===== config.mk =====
export PLATFORM = sky130hd
export DESIGN_NAME = enemy_sprite_engine
export DESIGN_NICKNAME = d
export VERILOG_FILES = /design/src/rtl/enemy_sprite_engine.sv
export SDC_FILE = /design/constraint.sdc
export NUM_CORES = 1
export LEC_CHECK = 0
export BUFFER_PORTS_ARGS = -buffer_cell sky130_fd_sc_hd__buf_4
export CAP_MARGIN = 20
export CORE_MARGIN = 2
export CORE_UTILIZATION = 35
export DETAILED_ROUTE_END_ITERATION = 10
export MAX_ROUTING_LAYER = met4
export PLACE_DENSITY = 0.55
export SLEW_MARGIN = 10
export SYNTH_ARGS = -nofsm -noshare
export SYNTH_HDL_FRONTEND = slang
export SYNTH_SLANG_ARGS = --single-unit

===== constraint.sdc =====
create_clock -name clock -period 3 [get_ports clock]
set_input_delay 0.6 -clock clock [delete_from_list [all_inputs] [get_ports clock]]
set_output_delay 0.6 -clock clock [all_outputs]
set_load 0.03 [all_outputs]

===== src/rtl/enemy_sprite_engine.sv =====
// Multi-enemy bounce/fall motion engine that serialises erase and draw pixels onto one VGA write stream.
// Optional build macro ENEMY_MUTUAL_COLLIDE_EN: neighbouring enemies reverse each other as if hit.
`timescale 1ns/1ps
module enemy_sprite_engine #(
  parameter int NUM_ENEMIES = 3,
  parameter int COORD_W     = 8,
  parameter int X_MAX       = 159,
  parameter int Y_MAX       = 120,
  parameter int Y_START     = 60,
  parameter int TICK_DIV    = 16
) (
  input  logic                           clock,
  input  logic                           reset_n,
  input  logic                           enable,
  input  logic                           load,
  input  logic [NUM_ENEMIES*COORD_W-1:0] spawn_x,
  input  logic [NUM_ENEMIES*3-1:0]       enemy_colour,
  input  logic [NUM_ENEMIES-1:0]         hit,
  output logic [NUM_ENEMIES*COORD_W-1:0] enemy_x,
  output logic [NUM_ENEMIES*COORD_W-1:0] enemy_y,
  output logic [COORD_W-1:0]             vga_x,
  output logic [COORD_W-1:0]             vga_y,
  output logic [2:0]                     vga_colour,
  output logic                           vga_plot,
  output logic                           busy,
  output logic                           frame_done
);

  localparam int IDX_W = (NUM_ENEMIES > 1) ? $clog2(NUM_ENEMIES) : 1;
  localparam int CNT_W = $clog2(TICK_DIV);
  localparam logic [IDX_W-1:0]   LAST    = IDX_W'(NUM_ENEMIES - 1);
  localparam logic [CNT_W-1:0]   CNT_TOP = CNT_W'(TICK_DIV - 1);
  localparam logic [COORD_W-1:0] XMAX    = COORD_W'(X_MAX);
  localparam logic [COORD_W-1:0] YSTART  = COORD_W'(Y_START);
  localparam logic [COORD_W-1:0] ONE     = COORD_W'(1);
  localparam logic [COORD_W:0]   YLIM    = (COORD_W + 1)'(Y_MAX);

  typedef enum logic [1:0] {IDLE, ERASE, MOVE, DRAW} state_t;

  state_t                  state_q;
  logic [IDX_W-1:0]        idx_q;
  logic [CNT_W-1:0]        cnt_q;
  logic [COORD_W-1:0]      x_q [NUM_ENEMIES];
  logic [COORD_W-1:0]      y_q [NUM_ENEMIES];
  logic [NUM_ENEMIES-1:0]  dir_q;
  logic [NUM_ENEMIES-1:0]  hit_q;
  logic [COORD_W-1:0]      vga_x_q, vga_y_q;
  logic [2:0]              vga_colour_q;
  logic                    vga_plot_q, frame_done_q;

  logic [COORD_W-1:0]      x_d [NUM_ENEMIES];
  logic [COORD_W-1:0]      y_d [NUM_ENEMIES];
  logic [NUM_ENEMIES-1:0]  dir_d;
  logic [NUM_ENEMIES-1:0]  coll;
  logic [NUM_ENEMIES-1:0]  hit_eff;
  logic                    tick;

  function automatic logic [COORD_W-1:0] spawn_col(input int i);
    logic [COORD_W-1:0] v;
    v = spawn_x[i*COORD_W +: COORD_W];
    return (v > XMAX) ? XMAX : v;
  endfunction

`ifdef ENEMY_MUTUAL_COLLIDE_EN
  always_comb begin
    logic [COORD_W-1:0] dx, dy;
    coll = '0;
    dx   = '0;
    dy   = '0;
    for (int i = 0; i < NUM_ENEMIES; i++) begin
      for (int j = i + 1; j < NUM_ENEMIES; j++) begin
        dx = (x_q[i] >= x_q[j]) ? x_q[i] - x_q[j] : x_q[j] - x_q[i];
        dy = (y_q[i] >= y_q[j]) ? y_q[i] - y_q[j] : y_q[j] - y_q[i];
        if (dx <= ONE && dy <= ONE) begin
          coll[i] = 1'b1;
          coll[j] = 1'b1;
        end
      end
    end
  end
`else
  assign coll = '0;
`endif

  // A hit arriving in the MOVE cycle itself still counts, hence the raw port in the OR.
  assign hit_eff = hit_q | hit | coll;
  assign tick    = enable && (cnt_q == CNT_TOP);

  always_comb begin
    for (int i = 0; i < NUM_ENEMIES; i++) begin
      x_d[i]   = x_q[i];
      y_d[i]   = y_q[i] + ONE;
      dir_d[i] = dir_q[i];
      if (({1'b0, y_q[i]} + (COORD_W + 1)'(1)) >= YLIM) begin
        x_d[i]   = spawn_col(i);
        y_d[i]   = YSTART;
        dir_d[i] = 1'b1;
      end else if (hit_eff[i]) begin
        dir_d[i] = ~dir_q[i];
        if (!dir_q[i]) x_d[i] = (x_q[i] >= XMAX) ? XMAX : x_q[i] + ONE;
        else           x_d[i] = (x_q[i] == '0) ? '0 : x_q[i] - ONE;
      end else if (dir_q[i] && x_q[i] >= XMAX) begin
        dir_d[i] = 1'b0;
        x_d[i]   = x_q[i] - ONE;
      end else if (!dir_q[i] && x_q[i] == '0) begin
        dir_d[i] = 1'b1;
        x_d[i]   = ONE;
      end else begin
        x_d[i] = dir_q[i] ? x_q[i] + ONE : x_q[i] - ONE;
      end
    end
  end

  always_ff @(posedge clock or negedge reset_n) begin
    if (!reset_n) begin
      state_q      <= IDLE;
      idx_q        <= '0;
      cnt_q        <= '0;
      dir_q        <= '1;
      hit_q        <= '0;
      vga_x_q      <= '0;
      vga_y_q      <= '0;
      vga_colour_q <= '0;
      vga_plot_q   <= 1'b0;
      frame_done_q <= 1'b0;
      for (int i = 0; i < NUM_ENEMIES; i++) begin
        x_q[i] <= '0;
        y_q[i] <= YSTART;
      end
    end else if (load) begin
      state_q      <= IDLE;
      idx_q        <= '0;
      cnt_q        <= '0;
      dir_q        <= '1;
      hit_q        <= '0;
      vga_plot_q   <= 1'b0;
      frame_done_q <= 1'b0;
      for (int i = 0; i < NUM_ENEMIES; i++) begin
        x_q[i] <= spawn_col(i);
        y_q[i] <= YSTART;
      end
    end else begin
      if (enable) cnt_q <= (cnt_q == CNT_TOP) ? '0 : cnt_q + CNT_W'(1);
      hit_q        <= hit_q | hit;
      vga_plot_q   <= 1'b0;
      frame_done_q <= 1'b0;
      case (state_q)
        IDLE: begin
          if (tick) begin
            state_q <= ERASE;
            idx_q   <= '0;
          end
        end
        ERASE: begin
          vga_x_q      <= x_q[idx_q];
          vga_y_q      <= y_q[idx_q];
          vga_colour_q <= 3'd0;
          vga_plot_q   <= 1'b1;
          if (idx_q == LAST) state_q <= MOVE;
          else               idx_q   <= idx_q + IDX_W'(1);
        end
        MOVE: begin
          for (int i = 0; i < NUM_ENEMIES; i++) begin
            x_q[i] <= x_d[i];
            y_q[i] <= y_d[i];
          end
          dir_q   <= dir_d;
          hit_q   <= '0;
          state_q <= DRAW;
          idx_q   <= '0;
        end
        DRAW: begin
          vga_x_q      <= x_q[idx_q];
          vga_y_q      <= y_q[idx_q];
          vga_colour_q <= enemy_colour[idx_q*3 +: 3];
          vga_plot_q   <= 1'b1;
          if (idx_q == LAST) begin
            state_q      <= IDLE;
            frame_done_q <= 1'b1;
          end else begin
            idx_q <= idx_q + IDX_W'(1);
          end
        end
        default: state_q <= IDLE;
      endcase
    end
  end

  always_comb begin
    enemy_x = '0;
    enemy_y = '0;
    for (int i = 0; i < NUM_ENEMIES; i++) begin
      enemy_x[i*COORD_W +: COORD_W] = x_q[i];
      enemy_y[i*COORD_W +: COORD_W] = y_q[i];
    end
  end

  assign vga_x      = vga_x_q;
  assign vga_y      = vga_y_q;
  assign vga_colour = vga_colour_q;
  assign vga_plot   = vga_plot_q;
  assign frame_done = frame_done_q;
  assign busy       = (state_q != IDLE);

endmodule

# == After elaboration in Yosys (flattened, before gate mapping) ==
# Index checks and enable logic that the tools add are counted.
# totals
memories,0
register_bits,83
ramBits,0
output_inout_bits,70
latchBits,0
word_cells,162
romBits,0
# classes
muxes,74
div_mod_pow,0
eq_ne,9
shift,1
n_mul,1
reduce_logical,29
add_sub_neg,14
n_lt_le_gt_ge,10
n_bitwise,6
# op_table
op,count
8-bit two-way mux,34
24-bit two-way mux,4
"8-bit by 1-bit adder with 8-bit output, second input constant",6
8-bit binary-select mux with 2-bit select,2
"8-bit by 1-bit adder with 9-bit output, second input constant",3
"9-bit by 7-bit >= comparator with 1-bit output, second input constant",3
"8-bit >= comparator, second input constant",3
"8-bit greater-than comparator, second input constant",3
8-bit logical NOT,3
"8-bit by 1-bit subtractor with 8-bit output, second input constant",3
1-bit two-way mux,17
5-bit nonzero test,3
2-bit two-way mux,7
3-bit two-way mux,4
4-bit two-way mux,3
"3-bit inequality test, second input constant",4
2-bit AND reduction,6
9-bit by 5-bit variable part select with 3-bit output,1
2-bit case mux with 4 select lines,1
2-bit nonzero test,4
1-bit logical AND,7
"2-bit equality test, second input constant",3
2-bit case mux with 3 select lines,1
3-bit case mux with 2 select lines,1
other kinds (13),18

# == Depth between registers and ports, before layout ==
# logic_depth
depth_word,8
mapped_depth,10
ltp_nobuf,8

# == Worst setup path after synthesis ==
# No wires, ideal clock.
# synth_timing
kind,reg-to-reg
startpoint,"register x_q, in the netlist enemy_x[0]"
endpoint,"register x_q, in the netlist enemy_x[6]"
stages_incl_launch_ff,10
slack_ps,521
setup_time_ps,77
arrival_time_ps,2402
path_cell_list,dfrtp_1 -> clkbuf_1 -> inv_1 -> ha_1 -> or3b_1 -> or4_1 -> a21oi_1 -> mux2i_1 -> o22a_1 -> o21ai_1
# synth_via
elab_chain_cells,8
elab_cells_between_ends,16
classes_between,add/sub (2); order compare (1); mux (10); reduce/logical (3)
# synth_rtl
element,line_no,rtl
"start, declared",43,logic [COORD_W-1:0] x_q [NUM_ENEMIES];
"start signal, assigned by index",139,x_q[i] <= spawn_col(i);
"start signal, assigned by index",164,x_q[i] <= x_d[i];
"8-bit by 1-bit subtractor with 8-bit output, or another cell as far along","101, 104, 109",
8-bit two-way mux / 1-bit logical AND (equally long branches),"109, 105",
8-bit two-way mux,105,end else if (!dir_q[i] && x_q[i] == '0) begin
8-bit two-way mux,102,end else if (dir_q[i] && x_q[i] >= XMAX) begin
8-bit two-way mux (*),98,end else if (hit_eff[i]) begin
8-bit two-way mux (*),94,"if (({1'b0, y_q[i]} + (COORD_W + 1)'(1)) >= YLIM) begin"
24-bit two-way mux (*),147,case (state_q)
24-bit two-way mux (*),130,end else if (load) begin
# Every way passes the cells marked *; elsewhere a longest branch is shown, timed or not. The select of a mux whose other input is x is not followed.
# A chain may end at the register's enable or synchronous reset.

# == Final worst setup path ==
# layout_timing
startpoint,"register x_q, in the netlist enemy_x[8]"
endpoint,"register x_q, in the netlist enemy_x[11]"
# Same word-level chain as after synthesis.

==> metrics.md <==
| Metric | Value |
|---|---|
| GRT Overall Usage | between 20 and 25% |
| Setup Viol. Count Final | 0 |
| Critical Path Fanout Max | 11 |
| Crit. Startpoint | enemy_x[8] |
| GR Overflow Total | 0 |
| I/O pin total | 110 |
| Die span in x | 142 microns |
| Core area | 0.0188 sq mm |
| Starting Density | a little over a third |
| Share of the synthesized area in the top cell type | 25.4% |
| Outcome | complete, no violations |
| Die area | 0.0203 sq mm |
| Fill count | just under 2000 |
| EDFF count, synth | 0 |
| Die Y | 142 microns |
| Leakage | 3.24 nW |
| WL met3 | 1.43 mm |
| Largest net degree at the start of global routing | 46 |
| Layout cell share with drive strength beyond 1 | approximately a fifth |
| Worst-margin pin slew | slightly below 1 ns |
| Root buffer cell | clkbuf_16 |
| Maximum clock rate | between 0.3 and 0.4 GHz |
| Setup tns final | 0 ns |
| Final Cycle Share | 86.5% |
| Post-route ant nets | 0 |
| Total inserted antenna cells | 0 |
| Met1 Routed Length | 10.4 mm |
| DR vias/cell | approximately 6.1 |
| Initial antenna violation count | 0 |
| CTS H-tree depth | 3 |
| Peak supply drop | 442 uV |
| Yosys cell types | 83 |
| Mapped cell area | 0.00670 sq mm |
| Most frequent cells in the layout | buf_4, nand2_1, dfrtp_1, o21ai_0, nor2_1 |
| WP data arrival | 2.83 ns |
| Ys async rst share | between 90% and 100% |
| Synthesis-to-layout area growth | 19.1% |
| Clk Latency, worst-skew pair | about 0.35 ns |
| Metal2 WL | around 10 mm |
| DP Cell Count | 1116 |
| Worst-path cell chain | inv_1 -> ha_1 -> nor4b_1 -> nand2_1 -> nor2_1 -> a221oi_1 -> a211o_1 -> o221a_2 |
| Fin. max-slew vios | 0 |
| First-pass GRT wire length | 35.0 mm |
| Layout Cells excl Fill | ~1100 |
| NumNets Final | 952 |
| Cell Int Power | 0.00396 W |
| Skew final | 0.00706 ns |
| RSZ-0062 raised after global routing | no |
| Crit-path max cell delay | 0.50 ns |
| Fin crit period | 2.60 ns |
| DP Wirelength | 15.9 mm |
| Crit path max-delay cell type | dfrtp_1 |
| GPL Wtd Cong | around 0.9 |
| Drt pass-1 iters | 7 |
| CTS clk-pin slew, worst paths | 0.07 ns |
| Multi-input logic area | around 0.0042 sq mm |
| Required time of the critical path | 3.24 ns |
| Pwr dens | 1010 mW/mm^2 |
| Hold Path Class | in -> async |
| Clock share of power | 13.4% |
| Synth Register Bits | 83 |
| CTS Hold Buffers Added | 0 |
| Initial DRC Count | 592 |
| Clock Path Buffers | 2 |
| Sw Ratio | 51.0% |
| Clock sinks | 83 |
| Register area | 0.00210 sq mm |
| Seq pwr share | 29.3% |
| Register area share after synthesis | 31.3% |
| Sw Pwr | 0.00412 W |
| Area contributors post-synth | dfrtp_1, dfstp_2, nand2_1 |
| CTS tree | yes |
| Gate Count Post-Synth | between 800 and 900 |
| Vias | 6877 |
| Synth area leader | dfrtp_1 |
| Vias in the first global route | 6174 |
| Drt drc | 0 |
| Worst setup path category | reg -> reg |
| I/O Buffers | 109 |
| Max cap viols | 0 |
| CTS Buf Count | 9 |
| Dominant synthesized flop cell | dfrtp_1 |
| Total Routed Length | 22.1 mm |
| Combinational power share | a little under three fifths |
| Syn_nets | slightly below 900 |
| Commonest non-fill, non-tap cell in the layout | buf_4 |
| Worst setup SP type | flip-flop |
| WL/cell | roughly 20 microns |
| Top layer in use | met4 |
| # Post-CTS Setup Buffers | 0 |
| Final Hold Viols | 0 |
| RR Startpoint | enemy_x[8] |
| FP Rows | 50 |
| CP endpoint kind | flip-flop |
| Worst relative slew slack | 35.7% |
| CTS resizes | 0 |
| Average size of a mapped cell | 8.18 sq um |
| Synth warn | 0 |
[power by group through the flow]
| stage | Clock [W] | Sequential [W] | Combinational (W) |
|---|---|---|---|
| 6_report | 0.00108 | 0.00236 | 0.00464 |
| 5_1_grt | 0.00114 | 0.00245 | 0.00506 |
| 4_1_cts | 0.00110 | 0.00235 | 0.00463 |
| 3_5_place_dp | 0 | 0.00236 | 0.00461 |
| 3_3_place_gp | 0 | 0.00237 | 0.00462 |
| 2_1_floorplan | 0 | 0.00252 | 0.00291 |
[cells in the mapped netlist (all sizes together) (8+ instances only)]
| master | number |
|---|---|
| nand2 | 85 |
| dfrtp | 68 |
| o21ai | 65 |
| nor2 | 55 |
| clkbuf | 48 |
| a21oi | 38 |
| nand3 | 36 |
| mux2i | 27 |
| o21a | 22 |
| nor3 | 21 |
| buf | 20 |
| inv | 20 |
| a31oi | 19 |
| ha | 19 |
| o221ai | 17 |
| dfstp | 15 |
| xnor2 | 15 |
| and3 | 13 |
| nand4 | 13 |
| o22ai | 11 |
| o31ai | 11 |
| a211oi | 9 |
| and2 | 9 |
| nor2b | 8 |
| xor2 | 8 |
[metrics by stage]
stage | utilization [%] | setup WS (ns) | hold slack, ns | total power, W | cell area (sq um)
2_1_floorplan | - | 0.521 | 0.304 | 0.00543 | 6700
5_1_grt | 42.5 | 0.156 | 0.273 | 0.00865 | 7990
4_1_cts | 42.5 | 0.440 | 0.258 | 0.00808 | 7990
6_report | 42.5 | 0.405 | 0.229 | 0.00808 | 7990
3_5_place_dp | 41.1 | 0.451 | 0.476 | 0.00698 | 7710
3_3_place_gp | 41.1 | 0.470 | 0.468 | 0.00699 | 7710
[logic make-up (layout without fill, tap and decap cells)]
logic type / count (synthesis) / in the layout / share of synthesized area, %
xor+xnor: 23 / 23 / 3.01
buf+inv: 89 / 168 / 5.49
flops: 83 / 83 / 31.3
fa+ha+maj: 19 / 19 / 3.55
mux: 29 / 29 / 4.37
compound gates: 276 / 276 / 29.0
simple gates: 300 / 300 / 23.4
[path summary, 6_finish.rpt]
path                                  to  slack (ns)  depth (start not counted)
max reg2reg                  enemy_x[11]        0.40                          8
max                          enemy_x[11]        0.40                          8
min reg2reg                vga_colour[1]        0.49                          2
max in group asynchronous       dir_q[1]        2.06                          2
min                          enemy_x[21]        0.23                          1
min in group clock         vga_colour[1]        0.49                          2
[layout make-up]
class / count / area share, %
multi-input combinational: 647 / 53.2
timing repair buffer: 131 / 12.5
inverter: 21 / 0.987
clock inverter: 2 / 0.125
tap: 234 / 3.67
sequential: 83 / 26.3
clock buffer: 14 / 3.31
[sequential cells by signal, indices dropped and copies added (netlist names)]
register / flops
idx_q: 2
vga_plot: 1
vga_x: 8
enemy_y: 24
hit_q: 3
frame_done: 1
state_q: 2
cnt_q: 4
dir_q: 3
enemy_x: 24
vga_colour: 3
vga_y: 8
[layer usage]
| layer | vias up | track usage, % |
|---|---|---|
| li1 | 3249 | - |
| met5 | - | - |
| met3 | 26 | 2.39 |
| met2 | 306 | 33.9 |
| met1 | 3296 | 31.7 |
| met4 | 0 | 7.03 |
[critical path: cells and delay by family, from the launching register on]
kind / cells / cell delay, ns
adders and majority gates: 1 / 0.27
buffers and inverters: 1 / 0.15
and+or+nand+nor: 3 / 0.99
AOI/OAI and AO/OA: 3 / 0.57
DFF: 1 / 0.50
Power figures use the tool's default switching activity.
